$ cat src/rtl/arith_result_fifo.sv
`default_nettype none
// ============================================================================
// Module   : arith_result_fifo
// Brief    : Result FIFO behind the 8-bit arithmetic unit. Each entry holds
//            {op, f, flags}. Entries are handed to the consumer over a
//            valid/ready handshake. Sticky carry and overflow status are kept
//            alongside the FIFO.
// Options  : ARITH_FIFO_OVF_COUNT_EN - when defined, enables a saturating
//            8-bit count of accepted entries with V=1 on ovf_count.
//            When undefined, ovf_count is tied to zero.
// Revision : 1.0 - initial release
// ============================================================================
module arith_result_fifo #(
  parameter int DEPTH = 4,  // entries, power of 2, >= 2
  parameter int AW    = 2   // log2(DEPTH)
) (
  input  logic          clk,
  input  logic          rst,
  // producer side
  input  logic          in_valid,
  output logic          in_ready,
  input  logic [1:0]    in_op,
  input  logic [7:0]    in_f,
  input  logic [5:0]    in_flags,   // {C,V,Z,eq,gr,ls}
  // consumer side
  output logic          out_valid,
  input  logic          out_ready,
  output logic [1:0]    out_op,
  output logic [7:0]    out_f,
  output logic [5:0]    out_flags,
  // status
  output logic [AW:0]   count,
  input  logic          clr_sticky,
  output logic          sticky_c,
  output logic          sticky_v,
  output logic [7:0]    ovf_count
);

  localparam int          EW       = 16;                 // entry width
  localparam logic [AW:0] FULL_CNT = (AW + 1)'(DEPTH);
  localparam int          C_BIT    = 5;
  localparam int          V_BIT    = 4;

  // --------------------------------------------------------------------------
  // State
  // --------------------------------------------------------------------------
  logic [EW-1:0] mem_q    [DEPTH];
  logic [EW-1:0] mem_d    [DEPTH];
  logic [AW-1:0] wr_ptr_q, wr_ptr_d;
  logic [AW-1:0] rd_ptr_q, rd_ptr_d;
  logic [AW:0]   count_q,  count_d;
  logic          sticky_c_q, sticky_c_d;
  logic          sticky_v_q, sticky_v_d;

  logic          full;
  logic          empty;
  logic          do_wr;
  logic          do_rd;
  logic          wr_c;
  logic          wr_v;
  logic [EW-1:0] head;

  // Full/empty come from the occupancy count, so pointers need no extra bit.
  assign full  = (count_q == FULL_CNT);
  assign empty = (count_q == '0);

  // A full FIFO never accepts, even if the head is leaving this cycle.
  assign do_wr = in_valid && !full;
  assign do_rd = out_ready && !empty;

  assign wr_c  = do_wr && in_flags[C_BIT];
  assign wr_v  = do_wr && in_flags[V_BIT];

  // Head is a plain read of registered storage; no write-to-read bypass.
  assign head  = mem_q[rd_ptr_q];

  assign in_ready  = !full;
  assign out_valid = !empty;
  assign out_op    = head[15:14];
  assign out_f     = head[13:6];
  assign out_flags = head[5:0];
  assign count     = count_q;
  assign sticky_c  = sticky_c_q;
  assign sticky_v  = sticky_v_q;

  // --------------------------------------------------------------------------
  // Next-state: storage, pointers and occupancy
  // --------------------------------------------------------------------------
  // Compute next storage, pointer and count values from the handshakes.
  always_comb begin
    mem_d    = mem_q;
    wr_ptr_d = wr_ptr_q;
    rd_ptr_d = rd_ptr_q;
    count_d  = count_q;

    if (do_wr) begin
      mem_d[wr_ptr_q] = {in_op, in_f, in_flags};
      wr_ptr_d        = wr_ptr_q + AW'(1);   // wraps modulo DEPTH
    end

    if (do_rd) begin
      rd_ptr_d = rd_ptr_q + AW'(1);
    end

    case ({do_wr, do_rd})
      2'b10:   count_d = count_q + (AW + 1)'(1);
      2'b01:   count_d = count_q - (AW + 1)'(1);
      default: count_d = count_q;
    endcase
  end

  // --------------------------------------------------------------------------
  // Next-state: sticky status
  // --------------------------------------------------------------------------
  // Clear first, then let an accepted write set; a setting write beats clear.
  always_comb begin
    sticky_c_d = clr_sticky ? 1'b0 : sticky_c_q;
    sticky_v_d = clr_sticky ? 1'b0 : sticky_v_q;
    if (wr_c) begin
      sticky_c_d = 1'b1;
    end
    if (wr_v) begin
      sticky_v_d = 1'b1;
    end
  end

  // Register FIFO and sticky state; reset discards every entry.
  always_ff @(posedge clk or posedge rst) begin
    if (rst) begin
      for (int i = 0; i < DEPTH; i++) begin
        mem_q[i] <= '0;
      end
      wr_ptr_q   <= '0;
      rd_ptr_q   <= '0;
      count_q    <= '0;
      sticky_c_q <= 1'b0;
      sticky_v_q <= 1'b0;
    end else begin
      mem_q      <= mem_d;
      wr_ptr_q   <= wr_ptr_d;
      rd_ptr_q   <= rd_ptr_d;
      count_q    <= count_d;
      sticky_c_q <= sticky_c_d;
      sticky_v_q <= sticky_v_d;
    end
  end

  // --------------------------------------------------------------------------
  // Overflow event counter
  // --------------------------------------------------------------------------
`ifdef ARITH_FIFO_OVF_COUNT_EN
  logic [7:0] ovf_count_q, ovf_count_d;

  // Saturating count of accepted V=1 writes; a write alongside clear restarts at 1.
  always_comb begin
    ovf_count_d = clr_sticky ? 8'd0 : ovf_count_q;
    if (wr_v) begin
      if (clr_sticky) begin
        ovf_count_d = 8'd1;
      end else if (ovf_count_q != 8'hFF) begin
        ovf_count_d = ovf_count_q + 8'd1;
      end
    end
  end

  // Register the overflow counter.
  always_ff @(posedge clk or posedge rst) begin
    if (rst) begin
      ovf_count_q <= 8'd0;
    end else begin
      ovf_count_q <= ovf_count_d;
    end
  end

  assign ovf_count = ovf_count_q;
`else
  assign ovf_count = 8'd0;
`endif

endmodule
`default_nettype wire

$ cat config.mk
export PLATFORM = sky130hd
export DESIGN_NAME = arith_result_fifo
export DESIGN_NICKNAME = d
export VERILOG_FILES = /design/src/rtl/arith_result_fifo.sv
export SDC_FILE = /design/constraint.sdc
export NUM_CORES = 1
export LEC_CHECK = 0
export CAP_MARGIN = 20
export CORE_AREA = 5 5 89 91
export DETAILED_ROUTE_END_ITERATION = 10
export DIE_AREA = 0 0 94 96
export PLACE_DENSITY = 0.75
export SLEW_MARGIN = 10
export SYNTH_ARGS = -nofsm -noshare
export SYNTH_HDL_FRONTEND = slang
export SYNTH_SLANG_ARGS = --single-unit
export TNS_END_PERCENT = 1
$ cat constraint.sdc
create_clock -name clk -period 3.1 [get_ports clk]
set_input_delay 0.62 -clock clk [delete_from_list [all_inputs] [get_ports clk]]
set_output_delay 0.62 -clock clk [all_outputs]
set_load 0.01 [all_outputs]
==> flow_metrics.env <==
export IMPL_cts_buffers=9
export IMPL_synthMuxAreaShare=0.358
export IMPL_max_stage_delay_ps=690
export IMPL_initialDrtViolationCount=48
export IMPL_cts_resized=0
export IMPL_tightest_slew_ps=693
export IMPL_critPathTopFamily="buffers and inverters"
export IMPL_p_per_area_mw_per_mm2=1160
export IMPL_critPathKind="reg2out"
export IMPL_seqPwrFrac=0.354
export IMPL_final_common_cell="dfrtp_1"
export IMPL_portBuffers=43
export IMPL_die_y_um=96
export IMPL_antenna_found_initial=0
export IMPL_tns_ps=0
export IMPL_netlist_area_mm2=0.00350
export IMPL_skew_ps=7.95
export IMPL_synth_seq_area_share=0.521
export IMPL_firstDrtPassIters=5
export IMPL_layout_drive_gt1_share=0.422
export IMPL_drv_cap=0
export IMPL_comb_power_share=0.464
export IMPL_ir_worst_vdd_mv=0.648
export IMPL_fmax_mhz=370
export IMPL_rsz0062_at_grt="false"
export IMPL_clk_pin_slew_ps=80
export IMPL_tritoncts="built"
export IMPL_slowest_stage="dfrtp_1"
export IMPL_syn_to_final_growth_pct=22.3
export IMPL_clock_path_buffers=2
export IMPL_p_int_mw=3.52
export IMPL_dpl_cell_area_mm2=0.00404
export IMPL_drt_total_wl_um=6350
export IMPL_nets=290
export IMPL_switchingPower_mw=1.44
export IMPL_h_tree_depth=3
export IMPL_fin_area_mm2=0.00428
export IMPL_hpwlAfterDp_um=4290
export IMPL_hold_buffers=0
export IMPL_period_share=0.873
export IMPL_crit_path_end_kind="output pin"
export IMPL_die_x_um=94
export IMPL_fin_cells=367
export IMPL_worstSetupStartpointType="flop"
export IMPL_post_cts_setup_buffers=0
export IMPL_synth_area_per_cell_um2=16.8
export IMPL_crit_path_max_fanout=11
export IMPL_yosys_warnings=0
export IMPL_path_buf_inv=2
export IMPL_min_period_ps=2710
export IMPL_clockPowerShare=0.182
export IMPL_n_antenna_cell=0
export IMPL_vias_per_cell=5.06
export IMPL_leakage_nw=1.86
export IMPL_grt_pass1_vias=2053
export IMPL_postRouteAntennaNets=0
export IMPL_ys_types=23
export IMPL_syn_inst=209
export IMPL_grt_use_total=0.158
export IMPL_synth_top_family_by_area="multiplexers"
export IMPL_rows=31
export IMPL_hp_class="reg2reg"
export IMPL_crit_chain="buf_4 > mux4_2 > clkdlybuf4s50_1"
export IMPL_die_area_mm2=0.00902
export IMPL_gr_total_overflow=0
export IMPL_finalHoldViolCount=0
export IMPL_io_pins=52
export IMPL_synth_simple_gate_area_share=0.0286
export IMPL_root_buffer="clkbuf_8"
export IMPL_coreArea_mm2=0.00706
export IMPL_cp_required_ps=2480
export IMPL_grt_pass1_wl_um=10800
export IMPL_dpl_cell_count=351
export IMPL_most_common_layout_cells="dfrtp_1, clkdlybuf4s50_1, mux2_4, mux2_2, mux4_2"
export IMPL_drc_errors=0
export IMPL_synthAdderAreaFrac=0.0236
export IMPL_synth_compound_area_frac=0.00786
export IMPL_status="completed"
export IMPL_arrival_ps=2090
export IMPL_insertion_delay_ps=340
export IMPL_synth_xor_area_share=0.0150
export IMPL_clock_sinks=73
export IMPL_gp_congestion=0.688
export IMPL_wl_per_cell_um=17.3
export IMPL_grt_max_degree=49
export IMPL_maxSlewHeadroom=0.537
export IMPL_drv_slew=0
export IMPL_start_util=0.496
export IMPL_via_count=1858
export IMPL_setup_viol=0
export IMPL_swShare=0.291
export IMPL_yosys_register_bits=73
-- per-layer routing --
layer,vias up,share of wire,GRT usage
li1,833,-,-
met1,968,0.46,0.219
met2,51,0.48,0.243
met3,6,0.049,0.0469
met4,0,0.0084,0.0469
met5,-,0,0
-- flip-flops by register name, indices dropped and copies added, names as in the netlist --
name,count
wr_ptr_q,2
rd_ptr_q,2
mem_q,64
sticky_v,1
count,3
sticky_c,1
-- cell usage after synthesis, drive strengths merged --
library cell	instances	area share
a22o	2	0.0050
buf	15	0.034
clkbuf	1	0.0011
conb	1	0.0011
dfrtp	73	0.52
fa	1	0.0057
ha	5	0.018
inv	9	0.0096
mux2	65	0.25
mux2i	1	0.0029
mux4	16	0.10
nand2	5	0.0054
nor2	5	0.014
nor2b	1	0.0018
nor3b	1	0.0054
o31a	1	0.0029
or3	1	0.0021
xnor2	3	0.0075
xor2	3	0.0075
-- power groups by stage --
stage          clock, mW  combinational (mW)  sequential (mW)
2_1_floorplan          0                1.63             1.65
3_3_place_gp           0                2.30             1.75
3_5_place_dp           0                2.33             1.77
4_1_cts            0.928                2.34             1.76
5_1_grt            0.974                2.49             1.83
6_report           0.902                2.30             1.75
-- path summary, 6_finish.rpt --
kind	startpoint	end	slack (ps)	cells past startpoint
max	rd_ptr_q[1]$_DFFE_PP0P_	out_f[4]	390	3
min	mem_q[15]$_DFFE_PP0P_	mem_q[15]$_DFFE_PP0P_	510	1
max reg2reg	count[0]$_DFFE_PP0P_	count[2]$_DFFE_PP0P_	830	9
min reg2reg	mem_q[15]$_DFFE_PP0P_	mem_q[15]$_DFFE_PP0P_	510	1
max in group asynchronous	rst	mem_q[3]$_DFFE_PP0P_	1800	3
min in group asynchronous	rst	mem_q[52]$_DFFE_PP0P_	650	2
-- final cells by class --
cell class                 count  area [um2]
multi-input combinational    118        1550
fill                         557        2780
inverter                       9        33.8
sequential                    73        1830
clock buffer                  11         141
tap                           99         124
timing repair buffer          52         510
clock inverter                 5         103
-- logic make-up after synthesis --
logic type | count (synthesis)
buffers and inverters | 25
AO/OA/AOI/OAI | 3
multiplexers | 82
other | 1
adder cells (fa/ha/maj) | 6
flip-flops | 73
XOR/XNOR | 6
AND/OR/NAND/NOR | 13
-- per-stage QoR --
step / hold slack (ps) / setup WS [ps] / power (mW) / util
floorplan: 475 / 627 / 3.28 / -
global placement: 485 / 704 / 4.05 / 0.572
detailed placement: 491 / 630 / 4.10 / 0.572
CTS: 509 / 357 / 5.03 / 0.607
global route: 517 / 249 / 5.29 / 0.607
finish: 507 / 394 / 4.96 / 0.607
No activity file was read; power rests on OpenSTA's default activity.
